**src/rtl/pc_fetch_unit_if.sv**
```systemverilog
// Bundle between the PC stage and the rest of the core: PC-source select in,
// fetch address, mode and interrupt status out.
interface pc_fetch_unit_if #(
  parameter int unsigned CNT_W = 32
);
  logic             stall;
  logic [31:0]      next_pc;
  logic [2:0]       pcsrc;
  logic             irq_in;
  logic [31:0]      pc;
  logic [31:0]      pc_plus4;
  logic             kernel;
  logic             irq_req;
  logic             irq_taken;
  logic [CNT_W-1:0] retired;

  modport master (
    output stall, next_pc, pcsrc, irq_in,
    input  pc, pc_plus4, kernel, irq_req, irq_taken, retired
  );

  modport slave (
    input  stall, next_pc, pcsrc, irq_in,
    output pc, pc_plus4, kernel, irq_req, irq_taken, retired
  );
endinterface

```
**src/rtl/pc_fetch_unit.sv**
```systemverilog
// Program-counter stage: PC register with supervisor bit in pc[31], external
// interrupt synchronizer/pending latch, and a retired-instruction counter.
module pc_fetch_unit #(
  parameter logic [31:0] RESET_PC    = 32'h8000_0000,
  parameter int unsigned SYNC_STAGES = 2,
  parameter int unsigned CNT_W       = 32
) (
  input logic            clk,
  input logic            reset,
  pc_fetch_unit_if.slave bus
);

  logic [31:0]            pc_q, pc_d, pc_plus4;
  logic [SYNC_STAGES-1:0] sync_q;
  logic                   sync_prev_q;
  logic                   irq_edge;
  logic                   pending_q, pending_d;
  logic                   irq_req;
  logic                   take;
  logic                   taken_q;
  logic [CNT_W-1:0]       retired_q, retired_d;

  // Increment covers bits [30:0] only so the mode bit never carries.
  assign pc_plus4 = {pc_q[31], pc_q[30:0] + 31'd4};
  assign irq_edge = sync_q[SYNC_STAGES-1] & ~sync_prev_q;
  assign irq_req  = pending_q & ~pc_q[31];
  assign take     = ~bus.stall & (bus.pcsrc == 3'd4) & irq_req;

  always_comb begin
    pc_d = pc_q;
    if (!bus.stall) begin
      unique case (bus.pcsrc)
        3'd0, 3'd1, 3'd2: pc_d = {pc_q[31], bus.next_pc[30:0]};
        // Kernel may drop to user through jr; user can never raise itself.
        3'd3:             pc_d = {pc_q[31] & bus.next_pc[31], bus.next_pc[30:0]};
        3'd4, 3'd5:       pc_d = {1'b1, bus.next_pc[30:0]};
        default:          pc_d = pc_plus4;
      endcase
    end
  end

  always_comb begin
    // A fresh edge in the same cycle as a take must not be lost.
    pending_d = irq_edge | (pending_q & ~take);
    retired_d = bus.stall ? retired_q : retired_q + CNT_W'(1);
  end

  always_ff @(posedge clk or posedge reset) begin
    if (reset) begin
      pc_q        <= RESET_PC;
      sync_q      <= '0;
      sync_prev_q <= 1'b0;
      pending_q   <= 1'b0;
      taken_q     <= 1'b0;
      retired_q   <= '0;
    end else begin
      sync_q      <= {sync_q[SYNC_STAGES-2:0], bus.irq_in};
      sync_prev_q <= sync_q[SYNC_STAGES-1];
      pending_q   <= pending_d;
      taken_q     <= take;
      pc_q        <= pc_d;
      retired_q   <= retired_d;
    end
  end

  assign bus.pc        = pc_q;
  assign bus.pc_plus4  = pc_plus4;
  assign bus.kernel    = pc_q[31];
  assign bus.irq_req   = irq_req;
  assign bus.irq_taken = taken_q;
  assign bus.retired   = retired_q;

endmodule

```
**src/flat_wrapper.sv**
```systemverilog
// flat-port wrapper written by rule: the top's interface ports become plain ports
module pc_fetch_unit_flat 
#(
  parameter logic [31:0] RESET_PC    = 32'h8000_0000,
  parameter int unsigned SYNC_STAGES = 2,
  parameter int unsigned CNT_W       = 32
)
  (clk, reset, bus_stall, bus_next_pc, bus_pcsrc, bus_irq_in, bus_pc, bus_pc_plus4, bus_kernel, bus_irq_req, bus_irq_taken, bus_retired);
  pc_fetch_unit_if #(.CNT_W(CNT_W)) bus_i ();
  input logic clk;
  input logic reset;
  input wire logic [$bits(bus_i.stall)-1:0] bus_stall;
  input wire logic [$bits(bus_i.next_pc)-1:0] bus_next_pc;
  input wire logic [$bits(bus_i.pcsrc)-1:0] bus_pcsrc;
  input wire logic [$bits(bus_i.irq_in)-1:0] bus_irq_in;
  output wire logic [$bits(bus_i.pc)-1:0] bus_pc;
  output wire logic [$bits(bus_i.pc_plus4)-1:0] bus_pc_plus4;
  output wire logic [$bits(bus_i.kernel)-1:0] bus_kernel;
  output wire logic [$bits(bus_i.irq_req)-1:0] bus_irq_req;
  output wire logic [$bits(bus_i.irq_taken)-1:0] bus_irq_taken;
  output wire logic [$bits(bus_i.retired)-1:0] bus_retired;
  assign bus_i.stall = bus_stall;
  assign bus_i.next_pc = bus_next_pc;
  assign bus_i.pcsrc = bus_pcsrc;
  assign bus_i.irq_in = bus_irq_in;
  assign bus_pc = bus_i.pc;
  assign bus_pc_plus4 = bus_i.pc_plus4;
  assign bus_kernel = bus_i.kernel;
  assign bus_irq_req = bus_i.irq_req;
  assign bus_irq_taken = bus_i.irq_taken;
  assign bus_retired = bus_i.retired;
  pc_fetch_unit #(.RESET_PC(RESET_PC), .SYNC_STAGES(SYNC_STAGES), .CNT_W(CNT_W)) u_core (.clk(clk), .reset(reset), .bus(bus_i));
endmodule
```
**config.mk**
```make
export PLATFORM = sky130hd
export DESIGN_NAME = pc_fetch_unit_flat
export DESIGN_NICKNAME = d
export VERILOG_FILES = /design/src/rtl/pc_fetch_unit_if.sv /design/src/rtl/pc_fetch_unit.sv /design/src/flat_wrapper.sv
export SDC_FILE = /design/constraint.sdc
export NUM_CORES = 1
export LEC_CHECK = 0
export CAP_MARGIN = 20
export CELL_PAD_IN_SITES_DETAIL_PLACEMENT = 0
export CELL_PAD_IN_SITES_GLOBAL_PLACEMENT = 1
export CORE_AREA = 2 2 108 121
export DETAILED_ROUTE_END_ITERATION = 12
export DIE_AREA = 0 0 110 123
export MAX_ROUTING_LAYER = met4
export PLACE_DENSITY = 0.77
export SLEW_MARGIN = 15
export SYNTH_ARGS = -nofsm -noshare
export SYNTH_HDL_FRONTEND = slang
export SYNTH_SLANG_ARGS = --single-unit
```
**constraint.sdc**
```tcl
create_clock -name clk -period 2.6 [get_ports clk]
set_clock_uncertainty 0.2 [all_clocks]
set_input_delay 0.26 -clock clk [delete_from_list [all_inputs] [get_ports clk]]
set_output_delay 0.26 -clock clk [all_outputs]
set_load 0.005 [all_outputs]
```
# After elaboration in Yosys (flattened, before gate mapping)
# Cells that the tools add are included.
[word_totals] input_bits=39 out_inout_bits=99 regBits=69 word_cells=32
[op_classes] n_mux=1 n_addsub=2 n_reduce_logical=5 n_eq_ne=5 n_bitwise=12
[op_table] op="$pmux W32 S3" n=1
[op_table] op="$add A32 B1 Y32 const B" n=1
[op_table] op="$add A31 B3 Y31 const B" n=1
[op_table] op="$and A1 B1 Y1" n=6
[op_table] op="$eq A3 B2 Y1 const B" n=2
[op_table] op="$eq A3 B3 Y1 const B" n=2
[op_table] op="$not A1 Y1" n=5
[op_table] op="$eq A3 B1 Y1 const B" n=1
[op_table] op="$logic_not A3 Y1" n=1
[op_table] op="$reduce_and A3 Y1" n=1
[op_table] op="$reduce_or A3 Y1" n=1
[op_table] op="$reduce_bool A2 Y1" n=1
[op_table] op="$reduce_or A2 Y1" n=1
[op_table] op="$or A1 B1 Y1" n=1

# Depth between registers and ports, before layout
[depth] depth_word=6 ltp_mapped=6 depth_no_buf=5

# Worst setup path before layout
# Ideal clock, no wire load.
[synth_timing] kind="reg-to-reg" start="register u_core.pc_q[2] (netlist: u_core.bus.pc[2])" end="register u_core.pc_q[20] (netlist: u_core.bus.pc[20])" setup_time_ps=69 stages_incl_launch_ff=7 path_buffers=1 required_time_ps=2331 slack_ps=341 arrival_ps=1990 period_less_slack_ps=2259 path_cell_list="dfrtp_1 ha_1 nand3_4 or4_1 buf_2 or4_1 nand3_1"
[synth_via] elab_chain_len=2
[synth_rtl] element="start: declaration" line_no="pc_fetch_unit.sv:13" source="logic [31:0] pc_q, pc_d, pc_plus4;"
[synth_rtl] element="start signal: assignment" line_no="pc_fetch_unit.sv:61" source="pc_q <= pc_d;"
[synth_rtl] element="$add A31 B3 Y31" line_no="pc_fetch_unit.sv:24" source="assign pc_plus4 = {pc_q[31], pc_q[30:0] + 31'd4};"
[synth_rtl] element="$pmux W32 S3" line_no="pc_fetch_unit.sv:32" source="unique case (bus.pcsrc)"
# Every way passes these cells.
# A chain may end at the register's enable or synchronous reset.

# Worst setup path in the final report
[layout_timing] start="register u_core.pc_q[6] (netlist: u_core.bus.pc[6])" end="output port bus_pc_plus4[10]"
[layout_via] elab_chain_len=1
[layout_rtl] element="$add A31 B3 Y31" line_no="pc_fetch_unit.sv:24"
[layout_rtl] element="end: declaration" line_no="flat_wrapper.sv:17" source="output wire logic [$bits(bus_i.pc_plus4)-1:0] bus_pc_plus4;"
# Every way passes these cells.

==> impl_metrics.csv <==
group,metric,value,unit
timing,hold_violations,0,
worst_setup_path,critical_path.startpoint_type,"flip-flop",
routing,avgViaCountPerCell,5.28,
synthesis,yosysWarningCount,0,
synthesis,ys_seq_elements,69,
floorplanning,core,0.0123,mm2
cts,htreeDepth,3,
synthesis,netlist_top_cells_count,"dfrtp_1, xnor2_1, nand3_1",
synthesis,synthMuxAreaShare,0.0180,
floorplanning,die_area,0.0135,mm2
timing,rsz0062_at_grt,"yes",
cts,worst_skew_pair.late_latency,0.33,ns
synthesis,synth_flop_cell,"dfrtp_1",
floorplanning,rows,43,
synthesis,synth_fp_nets,478,
global_routing,grtUsageTotal,0.205,
worst_setup_path,critPathKind,"flip-flop to output port",
hold_path,hold_class,"input port to flip-flop",
synthesis,ys_top_cells_by_area,"dfrtp_1, xnor2_1, nand3_1",
cts,cts_sinks,69,
placed_design,hpwl,8940,um
cts,cts_buffers,9,
synthesis,yosysUniqueCellTypes,52,
worst_setup_path,worst_ep_arrival_time,2.08,ns
timing,finalSetupViolations,0,
placed_design,placed_area,0.00579,mm2
timing,finalCritPeriodShare,0.977,
worst_setup_path,cp_max_fo,7,
routing,drt_iter0_drc,213,
floorplanning,die-height,123,um
global_routing,antenna_found_initial,0,
global_routing,grt_overflow,0,
timing,hold_slack,0.0458,ns
placed_design,gp_congestion,0.893,
layout,fin_area,0.00660,mm2
synthesis,synth_simple_gate_area_frac,0.236,
routing,ant_nets,0,
synthesis,yosysTopAreaCell,"dfrtp_1",
cts,cts-root-buf,"clkbuf_16",
worst_setup_path,worst_ep_required_time,2.14,ns
layout,antenna_cells_inserted,0,
synthesis,syn_area_per_cell,9.37,um2
layout,layout.area.seq,0.00173,mm2
synthesis,synth_edf_count,0,
synthesis,synth-compound-area-share,0.123,
layout,syn2layout_area_growth,61.2,%
placed_design,dp_slack,0.0962,ns
global_routing,grt_pass1_wl,20900,um
synthesis,synthAdderAreaFrac,0.00611,
floorplanning,initial_core_util,0.332,
synthesis,synth_area,0.00410,mm2
routing,vias,4185,
synthesis,synth_xor_area_frac,0.124,
timing,slew_headroom,0.578,
timing,max_freq,0.394,GHz
synthesis,post-synth-top-count-cell,"dfrtp_1",
routing,drt_pass1_iterations,4,
synthesis,synth_top_area_frac,0.416,
cts,path_clk_slew,0.06,ns
routing,route.detailed.drc,0,
timing,setup_ws,0.0609,ns
job,maxCapViolCount,0,
routing,wl_per_cell,17.0,um
pwr,power_leakage,2.80,nW
synthesis,ys_seq_area_frac,0.422,
layout,num-fill-cells,1163,
layout,multi_input_area,0.00224,mm2
worst_setup_path,end_kind,"output port",
layout,drive_gt1_frac,0.222,
run_status,status,"completed",
timing,period_minus_slack,2.54,ns
cts,cts_hold_buf,0,
timing,setup_tns,0,ns
layout,nets,671,
floorplanning,ios,138,
synthesis,async_reset_ff_frac,1.00,
timing,drv_slew,0,
cts,cts_buffer_depth,2,
floorplanning,dieWidth,110,um
placed_design,portBuffers,137,
pwr,power_density,579,mW/mm2
routing,drt_wl_total,13400,um
global_routing,grt_max_degree,70,
global_routing,first_global_vias,4076,
synthesis,synthCells,437,
pwr,ir_drop,0.361,mV
synthesis,synth_top_family_by_area,"simple AND/OR/NAND/NOR gates",
timing,worst-slew-pin-transition,0.632,ns
cts,tritoncts,"yes",
[path summary, 6_finish.rpt]
| path | slack [ns] | start | cells past startpoint | endpoint |
|---|---|---|---|---|
| max | 0.06 | u_core.bus.pc[6] | 6 | bus_pc_plus4[10] |
| min | 0.05 | bus_stall | 2 | u_core.bus.retired[0] |
| max reg2reg | 0.07 | u_core.bus.pc[7] | 15 | u_core.bus.pc[9] |
| min reg2reg | 0.16 | u_core.sync_q[0] | 0 | u_core.sync_q[1] |
| max in group asynchronous | 1.74 | reset | 3 | u_core.bus.pc[26] |
| min in group asynchronous | 0.13 | reset | 3 | u_core.bus.retired[30] |
[worst max-delay path, stage by stage (launching register included)]
cell and delay (ns):
dfrtp_1 0.41, buf_4 0.14, buf_4 0.13, and3_1 0.21, nand3_2 0.12, xnor2_1 0.19, clkdlybuf4s50_1 0.54
[cell families (layout without fill, tap and decap cells)]
logic type,after synthesis,count (layout)
AOI/OAI and AO/OA,75,75
xor gates and xnor gates,58,58
adders and majority gates,2,2
buffers and inverters,50,248
DFF,69,69
muxes,7,7
and+or+nand+nor,176,176
[timing repair]
action	in CTS	in global routing
resized for setup	36	37
gates cloned	2	0
pin swaps	9	12
endpoints found under the hold margin	0	0
setup buffers	27	8
setup endpoints to repair	18	15
[layout by cell type (no fill, tap or decap), types with 4 or more instances in the layout]
master,netlist,final
a21oi_1,26,26
and3_1,20,17
and4_1,6,4
buf_4,11,71
buf_6,0,9
clkbuf_16,0,9
clkdlybuf4s50_1,0,118
dfrtp_1,68,66
dlygate4sd2_1,0,8
dlymetal6s2s_1,0,6
inv_1,10,9
mux2i_1,4,4
nand2_1,33,32
nand3_1,39,35
nand4_1,25,25
nor2_1,19,19
nor3_1,11,8
o211ai_1,8,8
o21ai_0,8,7
o22a_1,5,5
o22ai_1,6,6
o311ai_0,4,4
xnor2_1,48,46
xor2_1,10,10
[area by class of cell]
cell class / count / share of cell area
Timing Repair Buffer: 222 / 0.314
Clock inverter: 7 / 0.0150
Sequential cell: 69 / 0.262
Tap cell: 157 / 0.0298
Clock buffer: 9 / 0.0341
Inverter: 10 / 0.00569
Multi-Input combinational cell: 318 / 0.339
[routing by layer]
metal | share of wire | track usage | vias to the layer above
li1 | - | - | 1972
met1 | 0.40 | 0.251 | 2034
met2 | 0.51 | 0.338 | 152
met3 | 0.058 | 0.0353 | 27
met4 | 0.024 | 0.0783 | 0
met5 | 0 | - | -
[stage by stage]
step           utilization  power [W]  cells
2_1_floorplan            -    0.00179    437
3_3_place_gp         0.470    0.00239    739
3_5_place_dp         0.470    0.00240    739
4_1_cts              0.523    0.00381    784
5_1_grt              0.536    0.00402    792
6_report             0.536    0.00382    792
[power by group]
part           total (W)  switching [W]  internal, W
registers        0.00135       0.000156      0.00120
clock network    0.00134       0.000497     0.000845
logic            0.00113       0.000456     0.000669
total            0.00382        0.00111      0.00271
[state kept, by name, indices dropped and copies added (netlist names)]
register              cells
u_core.bus.pc            32
u_core.bus.retired       32
u_core.sync_prev_q        1
u_core.pending_q          1
u_core.sync_q             2
u_core.bus.irq_taken      1
Power figures use the tool's default switching activity.
==> edit 1, RTL diff (config.mk and constraints unchanged) <==
Reset style: synchronous (`reset`), changed in one clocked block.
--- a/src/rtl/pc_fetch_unit.sv
+++ b/src/rtl/pc_fetch_unit.sv
@@ -45,7 +45,7 @@
     retired_d = bus.stall ? retired_q : retired_q + CNT_W'(1);
   end
 
-  always_ff @(posedge clk or posedge reset) begin
+  always_ff @(posedge clk) begin
     if (reset) begin
       pc_q        <= RESET_PC;
       sync_q      <= '0;
Behaviour: differs if reset is asserted again (counterexample within 4 cycles, from zero or initial values and one cycle with reset high); with reset held inactive, the same outputs for 10 cycles.
==> edit 1 against the unedited design <==
The flow now finishes with violations (negative setup slack); sequential cell count stayed put; wire length is 4.1% lower; setup slack worse by 0.11 ns; cell area down 9.7%; synthesized area shrank 8.9%; critical endpoint is now bus_pc_plus4[24]; largest cell class unchanged.
Power is not compared: it rests on default switching activity, and its combinational part moved more than twofold at a synthesized area within 25%.
==> edit 1: results (changes against the unedited design) <==
| Metric | Value |
|---|---|
| Fraction of layout cells with a size suffix above 1 | `0.1937 (-0.02840)` |
| Met3 usage | `0.05061 (+0.01529)` |
| First-pass GRT wire length | `19620 um (-6.3%)` |
| R2R cell count | `9 (-6)` |
| Total GRT Usage | `0.1936 (-0.01166)` |
| RD Place Congestion | `0.9019 (+1.0%)` |
| Asr flop ratio synth | `0 (-1.000)` |
| Largest cells by area after synthesis | `dfxtp_1 (37%), xor2_1 (8.5%), nor2_1 (7.1%)` |
| Worst Path Max Fanout | `6 (-1)` |
| HPWL after DPL | `9268 um (+3.7%)` |
| Sequential area share after synthesis | `0.3703 (-0.05159)` |
| Pre-CTS WS | `0.1723 ns (+0.07611 ns)` |
| Worst r2r dst | `u_core.bus.pc[26]` |
| Reg2reg setup slack | `0.29 ns (+0.22 ns)` |
| Routed len/inst | `16.38 um (-3.5%)` |
| Xor/xnor share of the synthesized area | `0.1292 (+0.005106)` |
| Status | `finished with violations` |
| Post-synthesis mux area share | `0.01342 (-0.004608)` |
| Fin worst setup slack | `-0.04813 ns (-0.1090 ns)` |
| Adder-Cell Fraction of Synth Area | `0.006709 (+0.0005986)` |
| Ys flop type | `dfxtp_1` |
| Synth Area in Compound Gates | `0.09695 (-0.02588)` |
| Slew @ Worst Pin | `0.7532 ns (+0.1217 ns)` |
| Worst hold margin | `0.2610 ns (+0.2152 ns)` |
| Met2 wire len | `6417 um (-6.9%)` |
| Fin nets | `666 (-0.75%)` |
| Number of vias per cell | `4.954 (-6.2%)` |
| Met1 usage | `0.2218 (-0.02916)` |
| Largest net degree at the start of global routing | `37 (-47%)` |
| Failing checks | `negative setup slack` |
| Clk slew on worst S/H paths | `0.06 ns (about the same)` |
| Worst VDD drop | `231.0 uV` |
| Count of final setup violators | `1 (+1)` |
| Critical Path Sink | `bus_pc_plus4[24]` |
| Hold Crit Depth | `1 (-1)` |
| Critical Path Max Stage Delay | `0.51 ns (-0.03 ns)` |
| Hold crit path type | `reg2reg` |
| Worst Hold Path EP | `u_core.sync_q[1]` |
| RR Startpoint | `u_core.bus.pc[14]` |
| Met2 usage | `0.3221 (-0.01572)` |
| Post-DP Area | `0.005401 sq mm (-6.8%)` |
| Met1 WL | `5248 um (-3.6%)` |
| Syn Nets | `498 (+4.2%)` |
| CP arrival | `2.19 ns (+0.11 ns)` |
| Unique masters post-synth | `49 (-5.8%)` |
| Synth cell count leaders | `nor2_1 (71), dfxtp_1 (69), xor2_1 (36), nand3_1 (29)` |
| Vias in the first global route | `3863 (-5.2%)` |
| DR iter-0 viols | `177 (-17%)` |
## edit 1: cell types whose count changed after synthesis, moves of 12 or more
cell       delta
a21oi_1      -12
xnor2_1      -29
xor2_1       +26
nor2_1       +52
nor3_1       +13
a2111oi_0    +14
inv_1        +16
dfxtp_1      +69
dfrtp_1      -68
## edit 1: per-stage QoR
stage / utilization / TNS, ns / std cells
global route: 0.4840 / -0.4242 / 787
detailed placement: 0.4384 / 0 / 758
global placement: 0.4384 / 0 / 758
floorplan: - / 0 / 457
finish: 0.4840 / -0.04813 / 787
CTS: 0.4705 / -0.4839 / 777
## edit 1: cell type report
type / count / area (sq um)
clock buffer: 9 / 225.2
multi-input combinational: 333 / 2246
clock inverter: 7 / 72.57
fill: 1211 / 6357
sequential: 69 / 1396
timing repair buffer: 186 / 1729
inverter: 26 / 97.59
tap: 157 / 196.4
## edit 1: timing repair
item	4_1_cts	5_1_grt
pin swaps	4	12
cloned	0	0
gates resized for setup	35	46
setup endpoints to repair	17	14
setup buffers	3	11
==> edit 2, RTL diff (config.mk and constraints unchanged) <==
Without the edit above. `SYNC_STAGES` is set to 2 in 2 places; all go to 4.
--- a/src/rtl/pc_fetch_unit.sv
+++ b/src/rtl/pc_fetch_unit.sv
@@ -2,7 +2,7 @@
 // interrupt synchronizer/pending latch, and a retired-instruction counter.
 module pc_fetch_unit #(
   parameter logic [31:0] RESET_PC    = 32'h8000_0000,
-  parameter int unsigned SYNC_STAGES = 2,
+  parameter int unsigned SYNC_STAGES = 4,
   parameter int unsigned CNT_W       = 32
 ) (
   input logic            clk,
--- a/src/flat_wrapper.sv
+++ b/src/flat_wrapper.sv
@@ -2,7 +2,7 @@
 module pc_fetch_unit_flat 
 #(
   parameter logic [31:0] RESET_PC    = 32'h8000_0000,
-  parameter int unsigned SYNC_STAGES = 2,
+  parameter int unsigned SYNC_STAGES = 4,
   parameter int unsigned CNT_W       = 32
 )
   (clk, reset, bus_stall, bus_next_pc, bus_pcsrc, bus_irq_in, bus_pc, bus_pc_plus4, bus_kernel, bus_irq_req, bus_irq_taken, bus_retired);
Function: changed (a bounded check fails within 4 cycles, from zero or initial values and one cycle with reset high).
==> edit 2 against the unedited design <==
The flow now finishes with violations (negative setup slack); cell area about the same; power decreased by 0.69%; maximum frequency decreased by 3.9%; register-to-register slack improved by 0.34 ns; synthesized area increased by 2.0%; setup slack got worse by 0.10 ns; sequential cell count increased by 2; wire length decreased by 2.3%; critical endpoint is now bus_pc_plus4[16].
==> edit 2: results (changes against the unedited design) <==
| Metric | Value |
|---|---|
| Status | `finished with violations` |
| Failing checks | `negative setup slack` |
| Vias in the first global route | `4131 (+1.3%)` |
| Synth Area in Compound Gates | `0.1189 (-0.003961)` |
| Routed len/inst | `16.46 um (-3.1%)` |
| Worst VDD drop | `358.4 uV (-0.69%)` |
| Unique masters post-synth | `58 (+12%)` |
| CP Launch Point | `u_core.bus.pc[5]` |
| Critical Path Max Stage Delay | `0.40 ns (-0.14 ns)` |
| Hold crit path type | `in2async` |
| Fin worst setup slack | `-0.04297 ns (-0.1039 ns)` |
| Adder-Cell Fraction of Synth Area | `0.005988 (-0.0001226)` |
| Fin nets | `677 (+0.89%)` |
| Fraction of layout cells with a size suffix above 1 | `0.2200 (-0.002078)` |
| TNS Setup | `-0.04737 ns (-0.04737 ns)` |
| Count of final setup violators | `2 (+2)` |
| Synth cell count leaders | `dfrtp_1 (70), nand2_1 (37), xnor2_1 (32), nor3_1 (30), xor2_1 (26)` |
| Vias | `4163 (-0.53%)` |
| Xor/xnor share of the synthesized area | `0.1216 (-0.002488)` |
| Worst Path Max Fanout | `7 (unchanged)` |
| P_leak | `0.002861 uW (+2.1%)` |
| Reg2reg setup slack | `0.41 ns (+0.34 ns)` |
| Antenna cell count | `0 (unchanged)` |
| Post-DP Area | `0.005966 sq mm (+3.0%)` |
| Post-synth top area share | `0.4192 (+0.003641)` |
| Worst r2r dst | `u_core.bus.pc[24]` |
| DR iter-0 viols | `206 (-3.3%)` |
| HPWL after DPL | `8821 um (-1.3%)` |
| Syn Nets | `497 (+4.0%)` |
| Sequential area share after synthesis | `0.4254 (+0.003512)` |
| Post-synthesis mux area share | `0.01048 (-0.007547)` |
| RR Startpoint | `u_core.bus.pc[2]` |
| Largest net degree at the start of global routing | `81 (+16%)` |
| R2R cell count | `6 (-9)` |
| Critical Path Sink | `bus_pc_plus4[16]` |
| Total GRT Usage | `0.2026 (-0.002646)` |
## edit 2: cell count changes in the layout (fill, tap and decap cells not counted), moves of 10 or more
cell,before,now
xnor2_1,46,27
nor3_1,8,26
xor2_1,10,25
nand3_1,35,21
nor3b_1,0,12
nor4_1,1,12
and3_1,17,7
## edit 2: what timing repair did
item	CTS	global route
setup buffers	11	7
pin swaps	11	16
hold buffers	0	0
gates resized for setup	49	43
cloned	2	0
setup endpoints to repair	21	20
## edit 2: final cells by class
| type | instances | area share |
|---|---|---|
| Multi-Input combinational cell | 332 | 0.3564 |
| Timing Repair Buffer | 208 | 0.2872 |
| Sequential cell | 71 | 0.2694 |
| Clock buffer | 11 | 0.03676 |
| Tap cell | 157 | 0.02975 |
| Clock inverter | 5 | 0.01232 |
| Inverter | 14 | 0.008147 |
## edit 2: stage by stage
step / total power, uW / utilization / worst slack [ns] / std cells / hold slack [ns]
after detailed placement: 2440 / 0.4842 / -0.1383 / 762 / 0.1373
after floorplan: 1796 / - / 0.3124 / 456 / 0.09143
after global routing: 4000 / 0.5360 / -0.1284 / 798 / 0.08936
after global placement: 2425 / 0.4842 / -0.02614 / 762 / 0.1333
final: 3795 / 0.5360 / -0.04297 / 798 / 0.04851
after CTS: 3812 / 0.5251 / -0.07156 / 791 / 0.06670
## edit 2: routing by layer
layer | track usage | wire length (um)
met1 | 0.2555 | 5750
met2 | 0.3301 | 6442
met3 | 0.03954 | 664
met4 | 0.05854 | 274
met5 | - | 0
## edit 2: report_power, final
group	switching, uW	leakage [uW]	internal (uW)
sequential	134	0.000864	1230
clock	481	0.000156	866
combinational	454	0.00184	628
